<file path="src/rtl/casex_match_table_if.sv">
// Configuration, opcode-stream and statistics signals of casex_match_table.
// The master drives table writes and opcodes; the slave is the matcher.
interface casex_match_table_if #(
    parameter int OP_W    = 4,
    parameter int ENTRIES = 8,
    parameter int RES_W   = 3,
    parameter int IDX_W   = $clog2(ENTRIES)
);
    logic             cfg_we;
    logic [IDX_W-1:0] cfg_idx;
    logic [OP_W-1:0]  cfg_pattern;
    logic [OP_W-1:0]  cfg_mask;
    logic [RES_W-1:0] cfg_result;
    logic             cfg_en;

    logic             in_valid;
    logic             in_ready;
    logic [OP_W-1:0]  in_opcode;

    logic             out_valid;
    logic             out_ready;
    logic [RES_W-1:0] out_result;
    logic             out_hit;
    logic [IDX_W-1:0] out_index;

    logic [15:0]      miss_count;

    modport master (
        output cfg_we, cfg_idx, cfg_pattern, cfg_mask, cfg_result, cfg_en,
        output in_valid, in_opcode, out_ready,
        input  in_ready, out_valid, out_result, out_hit, out_index, miss_count
    );

    modport slave (
        input  cfg_we, cfg_idx, cfg_pattern, cfg_mask, cfg_result, cfg_en,
        input  in_valid, in_opcode, out_ready,
        output in_ready, out_valid, out_result, out_hit, out_index, miss_count
    );
endinterface

</file>
<file path="src/rtl/casex_match_table.sv">
// Run-time loaded wildcard opcode matcher with a 2-stage valid/ready pipeline.
// Optional miss statistics counter enabled by defining CASEX_MATCH_MISS_STATS_EN.
module casex_match_table #(
    parameter int               OP_W        = 4,
    parameter int               ENTRIES     = 8,
    parameter int               RES_W       = 3,
    parameter int               IDX_W       = $clog2(ENTRIES),
    parameter logic [RES_W-1:0] DEFAULT_RES = {RES_W{1'b0}}
) (
    input  logic                clk,
    input  logic                rst,
    casex_match_table_if.slave  bus
);
    logic [OP_W-1:0]    r_pat  [ENTRIES];
    logic [OP_W-1:0]    r_mask [ENTRIES];
    logic [RES_W-1:0]   r_res  [ENTRIES];
    logic [ENTRIES-1:0] r_en;

    logic               r_s1_valid;
    logic [ENTRIES-1:0] r_s1_hit;

    logic               r_out_valid;
    logic               r_out_hit;
    logic [IDX_W-1:0]   r_out_index;
    logic [RES_W-1:0]   r_out_result;

    logic [ENTRIES-1:0] w_hit;
    logic               w_cfg_in_range;
    logic               w_s2_load;
    logic               w_in_ready;
    logic               w_accept;
    logic               w_enc_hit;
    logic [IDX_W-1:0]   w_enc_idx;
    logic [RES_W-1:0]   w_enc_res;

    // Table row storage; a write becomes visible to lookups on the next cycle.
    assign w_cfg_in_range = (int'(bus.cfg_idx) < ENTRIES);

    always_ff @(posedge clk or posedge rst) begin
        if (rst) begin
            for (int i = 0; i < ENTRIES; i++) begin
                r_pat[i]  <= {OP_W{1'b0}};
                r_mask[i] <= {OP_W{1'b0}};
                r_res[i]  <= {RES_W{1'b0}};
            end
            r_en <= {ENTRIES{1'b0}};
        end else if (bus.cfg_we && w_cfg_in_range) begin
            r_pat[bus.cfg_idx]  <= bus.cfg_pattern;
            r_mask[bus.cfg_idx] <= bus.cfg_mask;
            r_res[bus.cfg_idx]  <= bus.cfg_result;
            r_en[bus.cfg_idx]   <= bus.cfg_en;
        end
    end

    // Per-row compare; an X on the opcode never acts as a wildcard, only the mask does.
    always_comb begin
        w_hit = {ENTRIES{1'b0}};
        for (int i = 0; i < ENTRIES; i++) begin
            w_hit[i] = r_en[i] &&
                       (((bus.in_opcode ^ r_pat[i]) & ~r_mask[i]) == {OP_W{1'b0}});
        end
    end

    // Handshake: S1 moves into S2 whenever S2 is empty or being drained.
    assign w_s2_load  = r_s1_valid && (!r_out_valid || bus.out_ready);
    assign w_in_ready = !r_s1_valid || w_s2_load;
    assign w_accept   = bus.in_valid && w_in_ready;

    // Stage 1: capture the hit vector against the pre-write table contents.
    always_ff @(posedge clk or posedge rst) begin
        if (rst) begin
            r_s1_valid <= 1'b0;
            r_s1_hit   <= {ENTRIES{1'b0}};
        end else if (w_accept) begin
            r_s1_valid <= 1'b1;
            r_s1_hit   <= w_hit;
        end else if (w_s2_load) begin
            r_s1_valid <= 1'b0;
        end
    end

    // Lowest-index priority encode; scanning downward lets the lowest hit win.
    always_comb begin
        w_enc_hit = 1'b0;
        w_enc_idx = {IDX_W{1'b0}};
        for (int i = ENTRIES - 1; i >= 0; i--) begin
            w_enc_hit = r_s1_hit[i] ? 1'b1 : w_enc_hit;
            w_enc_idx = r_s1_hit[i] ? IDX_W'(i) : w_enc_idx;
        end
        w_enc_res = w_enc_hit ? r_res[w_enc_idx] : DEFAULT_RES;
    end

    // Stage 2 output registers; payload is read from the table at load time.
    always_ff @(posedge clk or posedge rst) begin
        if (rst) begin
            r_out_valid  <= 1'b0;
            r_out_hit    <= 1'b0;
            r_out_index  <= {IDX_W{1'b0}};
            r_out_result <= {RES_W{1'b0}};
        end else if (w_s2_load) begin
            r_out_valid  <= 1'b1;
            r_out_hit    <= w_enc_hit;
            r_out_index  <= w_enc_idx;
            r_out_result <= w_enc_res;
        end else if (bus.out_ready) begin
            r_out_valid  <= 1'b0;
        end
    end

    assign bus.in_ready   = w_in_ready;
    assign bus.out_valid  = r_out_valid;
    assign bus.out_hit    = r_out_hit;
    assign bus.out_index  = r_out_index;
    assign bus.out_result = r_out_result;

`ifdef CASEX_MATCH_MISS_STATS_EN
    logic [15:0] r_miss_cnt;

    // Saturating count of misses handed to the consumer.
    always_ff @(posedge clk or posedge rst) begin
        if (rst) begin
            r_miss_cnt <= 16'h0000;
        end else if (r_out_valid && bus.out_ready && !r_out_hit &&
                     (r_miss_cnt != 16'hFFFF)) begin
            r_miss_cnt <= r_miss_cnt + 16'd1;
        end
    end

    assign bus.miss_count = r_miss_cnt;
`else
    assign bus.miss_count = 16'h0000;
`endif
endmodule
</file>
<file path="src/flat_wrapper.sv">
// flat-port wrapper written by rule: the top's interface ports become plain ports
module casex_match_table_flat 
#(
    parameter int               OP_W        = 4,
    parameter int               ENTRIES     = 8,
    parameter int               RES_W       = 3,
    parameter int               IDX_W       = $clog2(ENTRIES),
    parameter logic [RES_W-1:0] DEFAULT_RES = {RES_W{1'b0}}
)
  (clk, rst, bus_cfg_we, bus_cfg_idx, bus_cfg_pattern, bus_cfg_mask, bus_cfg_result, bus_cfg_en, bus_in_valid, bus_in_opcode, bus_out_ready, bus_in_ready, bus_out_valid, bus_out_result, bus_out_hit, bus_out_index, bus_miss_count);
  casex_match_table_if #(.OP_W(OP_W), .ENTRIES(ENTRIES), .RES_W(RES_W), .IDX_W(IDX_W)) bus_i ();
  input  logic clk;
  input  logic rst;
  input wire logic [$bits(bus_i.cfg_we)-1:0] bus_cfg_we;
  input wire logic [$bits(bus_i.cfg_idx)-1:0] bus_cfg_idx;
  input wire logic [$bits(bus_i.cfg_pattern)-1:0] bus_cfg_pattern;
  input wire logic [$bits(bus_i.cfg_mask)-1:0] bus_cfg_mask;
  input wire logic [$bits(bus_i.cfg_result)-1:0] bus_cfg_result;
  input wire logic [$bits(bus_i.cfg_en)-1:0] bus_cfg_en;
  input wire logic [$bits(bus_i.in_valid)-1:0] bus_in_valid;
  input wire logic [$bits(bus_i.in_opcode)-1:0] bus_in_opcode;
  input wire logic [$bits(bus_i.out_ready)-1:0] bus_out_ready;
  output wire logic [$bits(bus_i.in_ready)-1:0] bus_in_ready;
  output wire logic [$bits(bus_i.out_valid)-1:0] bus_out_valid;
  output wire logic [$bits(bus_i.out_result)-1:0] bus_out_result;
  output wire logic [$bits(bus_i.out_hit)-1:0] bus_out_hit;
  output wire logic [$bits(bus_i.out_index)-1:0] bus_out_index;
  output wire logic [$bits(bus_i.miss_count)-1:0] bus_miss_count;
  assign bus_i.cfg_we = bus_cfg_we;
  assign bus_i.cfg_idx = bus_cfg_idx;
  assign bus_i.cfg_pattern = bus_cfg_pattern;
  assign bus_i.cfg_mask = bus_cfg_mask;
  assign bus_i.cfg_result = bus_cfg_result;
  assign bus_i.cfg_en = bus_cfg_en;
  assign bus_i.in_valid = bus_in_valid;
  assign bus_i.in_opcode = bus_in_opcode;
  assign bus_i.out_ready = bus_out_ready;
  assign bus_in_ready = bus_i.in_ready;
  assign bus_out_valid = bus_i.out_valid;
  assign bus_out_result = bus_i.out_result;
  assign bus_out_hit = bus_i.out_hit;
  assign bus_out_index = bus_i.out_index;
  assign bus_miss_count = bus_i.miss_count;
  casex_match_table #(.OP_W(OP_W), .ENTRIES(ENTRIES), .RES_W(RES_W), .IDX_W(IDX_W), .DEFAULT_RES(DEFAULT_RES)) u_core (.clk(clk), .rst(rst), .bus(bus_i));
endmodule
</file>
<file path="config.mk">
export PLATFORM = sky130hd
export DESIGN_NAME = casex_match_table_flat
export DESIGN_NICKNAME = d
export VERILOG_FILES = /design/src/rtl/casex_match_table_if.sv /design/src/rtl/casex_match_table.sv /design/src/flat_wrapper.sv
export SDC_FILE = /design/constraint.sdc
export NUM_CORES = 1
export LEC_CHECK = 0
export CAP_MARGIN = 20
export CELL_PAD_IN_SITES_DETAIL_PLACEMENT = 1
export CELL_PAD_IN_SITES_GLOBAL_PLACEMENT = 1
export CORE_MARGIN = 2
export CORE_UTILIZATION = 45
export DETAILED_ROUTE_END_ITERATION = 8
export DONT_BUFFER_PORTS = 1
export GPL_ROUTABILITY_DRIVEN = 0
export PLACE_DENSITY = 0.79
export SKIP_LAST_GASP = 1
export SYNTH_ARGS = -nofsm -noshare
export SYNTH_HDL_FRONTEND = slang
export SYNTH_SLANG_ARGS = --single-unit
</file>
<file path="constraint.sdc">
create_clock -name clk -period 8 [get_ports clk]
set_input_delay 1.6 -clock clk [delete_from_list [all_inputs] [get_ports clk]]
set_output_delay 1.6 -clock clk [all_outputs]
set_load 0.01 [all_outputs]
</file>
# Yosys cells after proc, flatten, opt, wreduce, memory -nomap -nowiden
# Index checks and enable logic that the tools add are counted.
[totals]
reg_bits = 113
latchBits = 0
ramBits = 0
mem_bits_ro = 0
input_bits = 24
wordCells = 122
memories = 0
[op_classes]
addsub = 0
multipliers = 0
div_mod_pow = 0
order_cmp = 5
n_eq_ne = 0
shifts = 0
muxes = 34
n_bitwise = 26
reduce_logical = 26
[op_table]
columns = ["operator", "count"]
rows = [
  ["$bwmux 32", 2],
  ["$mux 3", 12],
  ["$and 4x4->4", 8],
  ["$logic_not 4->1", 8],
  ["$not 4->4", 8],
  ["$xor 4x4->4", 8],
  ["$bwmux 24", 1],
  ["$mux 1", 13],
  ["$demux 4 s3", 1],
  ["$logic_and 1x1->1", 12],
  ["$bmux 3 s3", 1],
  ["$demux 3 s3", 1],
  ["$bwmux 8", 1],
  ["$ge 4x4->1 const B", 2],
  ["$not 3->4", 2],
  ["$lt 3x4->1 const B", 1],
  ["$lt 4x1->1 const B", 1],
  ["$mux 4", 1],
  ["$reduce_bool 2->1", 2],
  ["$demux 1 s3", 1],
  ["$ge 3x1->1 const B", 1],
  ["$logic_not 1->1", 2],
  ["$logic_or 1x1->1", 2],
]

# Depth between registers and ports, before layout
[depth]
ltp_word = 13
mapped_depth = 6
ltp_nobuf = 5

# Worst setup path after synthesis
# Ideal clock, no wire load.
[synth_timing]
path_type = "input port to output port"
startpoint = "input bus_out_ready"
endpoint = "output bus_in_ready"
t_arrival_ns = 1.814
setup_slack_ns = 4.586
stages = 1
path_buffers = 0
path_cell_list = "nand3b_1"
[synth_via]
elab_chain_cells = 3
[synth_lines]
columns = ["element", "line_no", "rtl"]
rows = [
  ["start, declared", "flat_wrapper.sv:22", "input wire logic [$bits(bus_i.out_ready)-1:0] bus_out_ready;"],
  ["$logic_or 1x1->1", "casex_match_table.sv:65", "assign w_s2_load = r_s1_valid && (!r_out_valid || bus.out_ready);"],
  ["$logic_and 1x1->1", "casex_match_table.sv:65", ""],
  ["$logic_or 1x1->1", "casex_match_table.sv:66", "assign w_in_ready = !r_s1_valid || w_s2_load;"],
  ["end, declared", "flat_wrapper.sv:23", "output wire logic [$bits(bus_i.in_ready)-1:0] bus_in_ready;"],
]
# No other way between the ends.

# Worst setup path in the final report
# Same ends and word-level chain as after synthesis.

==> impl_metrics.ini <==
[timing]
achievable-frequency_mhz = 290.9
tightestPinTransition_ns = 1.103
slew_viol_final = 0
setup_violations = 0
finalHoldViolCount = 0
period_share_pct = 42.96
finalSetupTns_ns = 0
fin_ws_ns = 4.563
rsz0062_at_grt = no
fin_worst_skew_ns = 0.01229
period_needed_ns = 3.437
relSlewSlack_pct = 26.16

[clock_network]
root_buffer = clkbuf_16
clk_latency_ns = 0.42
cts_resized = 0
cts_htree_levels = 4
clock_sinks = 113
cts_made_buffers = 17
cts_hold_buffers = 0
clk_pin_slew_ns = 0.05
cts_tree = built
clk_path_buf_depth = 2
cts_setup_buffers = 0

[logic_synthesis]
synth_compound_area_share_pct = 8.105
synthSimpleGateAreaFrac_pct = 6.363
synthMuxAreaShare_pct = 20.86
synth_warnings = 0
ys_types = 43
ys_seq_elements = 113
synthAdderAreaFrac_pct = 0
synth_flop_cell = dfrtp_1
synth-xor-area-share_pct = 5.420
synth_edf_count = 0
avgSynthCellArea_um2 = 12.64
yosysSeqAreaShare_pct = 54.68
synth_top_family_by_area = multiplexers
syn_inst = 409
syn-cell-area_um2 = 5171
async_flop_share_pct = 100.0

[min_path]
min_from = u_core.r_mask[20]
hold_depth = 1
hp-class = flip-flop to flip-flop
min_to = u_core.r_mask[20]

[worst_setup_path]
path_cells = nand3b_1
crit_buf_inv = 0
startpoint_type = primary input
crit_required_ns = 6.40
worstSetupPathType = primary input to output pin
slowest_delay_ns = 0.24
worstPathMaxFanout = 3
cp-end-kind = output pin
path_delay_family = simple AND/OR/NAND/NOR gates
arrival_ns = 1.84
worstReg2RegStart = u_core.r_s1_hit[0]
r2r_end = u_core.bus.out_result[0]
worst-r2r-setup-slack_ns = 5.97
ff2ff_path_depth = 5
slowest_stage = nand3b_1

[drt]
drt_iter0_drc = 140
wl_per_cell_um = 21.30
drt-pass1-iter-count = 4
drcViolationCount = 0
dr_total_vias = 3206
via_per_inst = 5.644
ant_nets = 0
routed_wl_um = 12100

[placement]
pre_cts_ws_ns = 4.557
portBuffers = 0
hpwl_um = 8204

[global_routing]
grt_max_degree = 68
grt_use_total_pct = 21.23
grt_overflow = 0
grt_pass1_vias = 3633
antenna_found_initial = 0
grt_pass1_wl_um = 19740

[die]
die_w_um = 111.2
die_area_um2 = 12370
core_area_um2 = 11320
start_util_pct = 45.68
die_h_um = 111.2
io_pins = 49
rows = 39

[status]
status = completed

[final_layout]
area_growth_pct = 12.99
layout-drive-gt1-share_pct = 32.71
final_cell_mix = dfrtp_1 (113), mux2_2 (94), xnor2_1 (32)
final_common_cell = dfrtp_1
fin_nets = 436
fill_cells = 1138
num_antenna_cells = 0

[power]
vdd_ir_drop_max_mv = 0.1655
p_leak_uw = 0.002453
powerDensity_nw_per_um2 = 329.8

[run]
drv_cap = 0
[how the worst max path moves through the flow]
| stage | startpoint | to | slack, ns | cells after the start |
|---|---|---|---|---|
| after floorplan | rst | u_core.bus.out_hit | 3.41 | 1 |
| after global placement | bus_out_ready | bus_in_ready | 4.57 | 1 |
| after detailed placement | bus_out_ready | bus_in_ready | 4.56 | 1 |
| after CTS | bus_out_ready | bus_in_ready | 4.56 | 1 |
| after global routing | bus_out_ready | bus_in_ready | 4.55 | 1 |
| final | bus_out_ready | bus_in_ready | 4.56 | 1 |
[worst register-to-register path, cell delays in order, from the launching register on]
cell and delay [ns]:
dfrtp_1 0.52, or4_4 0.61, a21o_1 0.23, a21oi_1 0.17, o211ai_1 0.13, a32o_1 0.27
[cell usage after synthesis (2+ instances only)]
library cell  count  area [um^2]
a311oi_1          2        17.52
o21a_1            2        15.01
o211ai_1          2        15.01
a21oi_1           4        20.02
nor2_1           19        71.32
a32o_1            2        20.02
o41ai_1           9        78.83
a221oi_1          2        17.52
o22ai_1           8        50.05
buf_4            17        127.6
nor3_1            4        20.02
buf_2             8        40.04
mux2i_1           2        20.02
buf_1             2        7.510
mux2_2           94         1059
nand4b_1          3        26.28
o21ai_0          18        90.09
or2_2             2        12.51
nand2b_1          5        31.28
xnor2_1          32        280.3
clkbuf_1          7        26.28
dfrtp_1         113         2828
inv_1             7        26.28
nor3b_1           2        15.01
nand2_1          22        82.58
nand3_1           4        20.02
[state kept, by name, summed over array words and instances (netlist names)]
signal and cells:
u_core.bus.out_hit 1, u_core.r_mask 32, u_core.r_s1_hit 8, u_core.r_s1_valid 1
u_core.bus.out_valid 1, u_core.bus.out_result 3, u_core.r_en 8, u_core.bus.out_index 3
u_core.r_res 24, u_core.r_pat 32
[cell type report]
class	count	area (um^2)	area share [%]
Inverter	7	28.78	0.4925
Timing Repair Buffer	4	33.78	0.5782
Sequential cell	113	2828	48.39
Multi-Input combinational cell	269	2182	37.34
Clock inverter	10	107.6	1.842
Clock buffer	22	484.2	8.287
Tap cell	143	178.9	3.062
[kinds of logic after synthesis]
family	count (synthesis)
simple gates	67
compound gates	58
flops	113
other cells	1
mux	96
xor+xnor	32
buf+inv	42
[power breakdown]
| part | total, uW | internal [uW] | leakage [uW] | switching, uW |
|---|---|---|---|---|
| Combinational | 375 | 191 | 0.000794 | 184 |
| Sequential | 813 | 706 | 0.00137 | 107 |
| Clock | 739 | 487 | 0.000288 | 251 |
[per-stage QoR]
step | utilization, % | hold slack (ns) | total power (uW) | cell area, um^2 | std cells
2_1_floorplan | - | 0.4572 | 1096 | 5228 | 424
3_3_place_gp | 46.29 | 0.4759 | 1160 | 5240 | 535
3_5_place_dp | 46.29 | 0.4904 | 1195 | 5240 | 535
4_1_cts | 51.51 | 0.5022 | 1950 | 5832 | 567
5_1_grt | 51.61 | 0.5121 | 2024 | 5843 | 568
6_report | 51.61 | 0.4996 | 1927 | 5843 | 568
[metal layers]
metal	global-route usage [%]	vias up	routed length (um)
li1	-	1435	-
met1	24.09	1689	4957
met2	38.05	59	6546
met3	5.686	23	393
met4	8.230	0	202
met5	0	-	0
No activity file was read; power rests on OpenSTA's default activity.
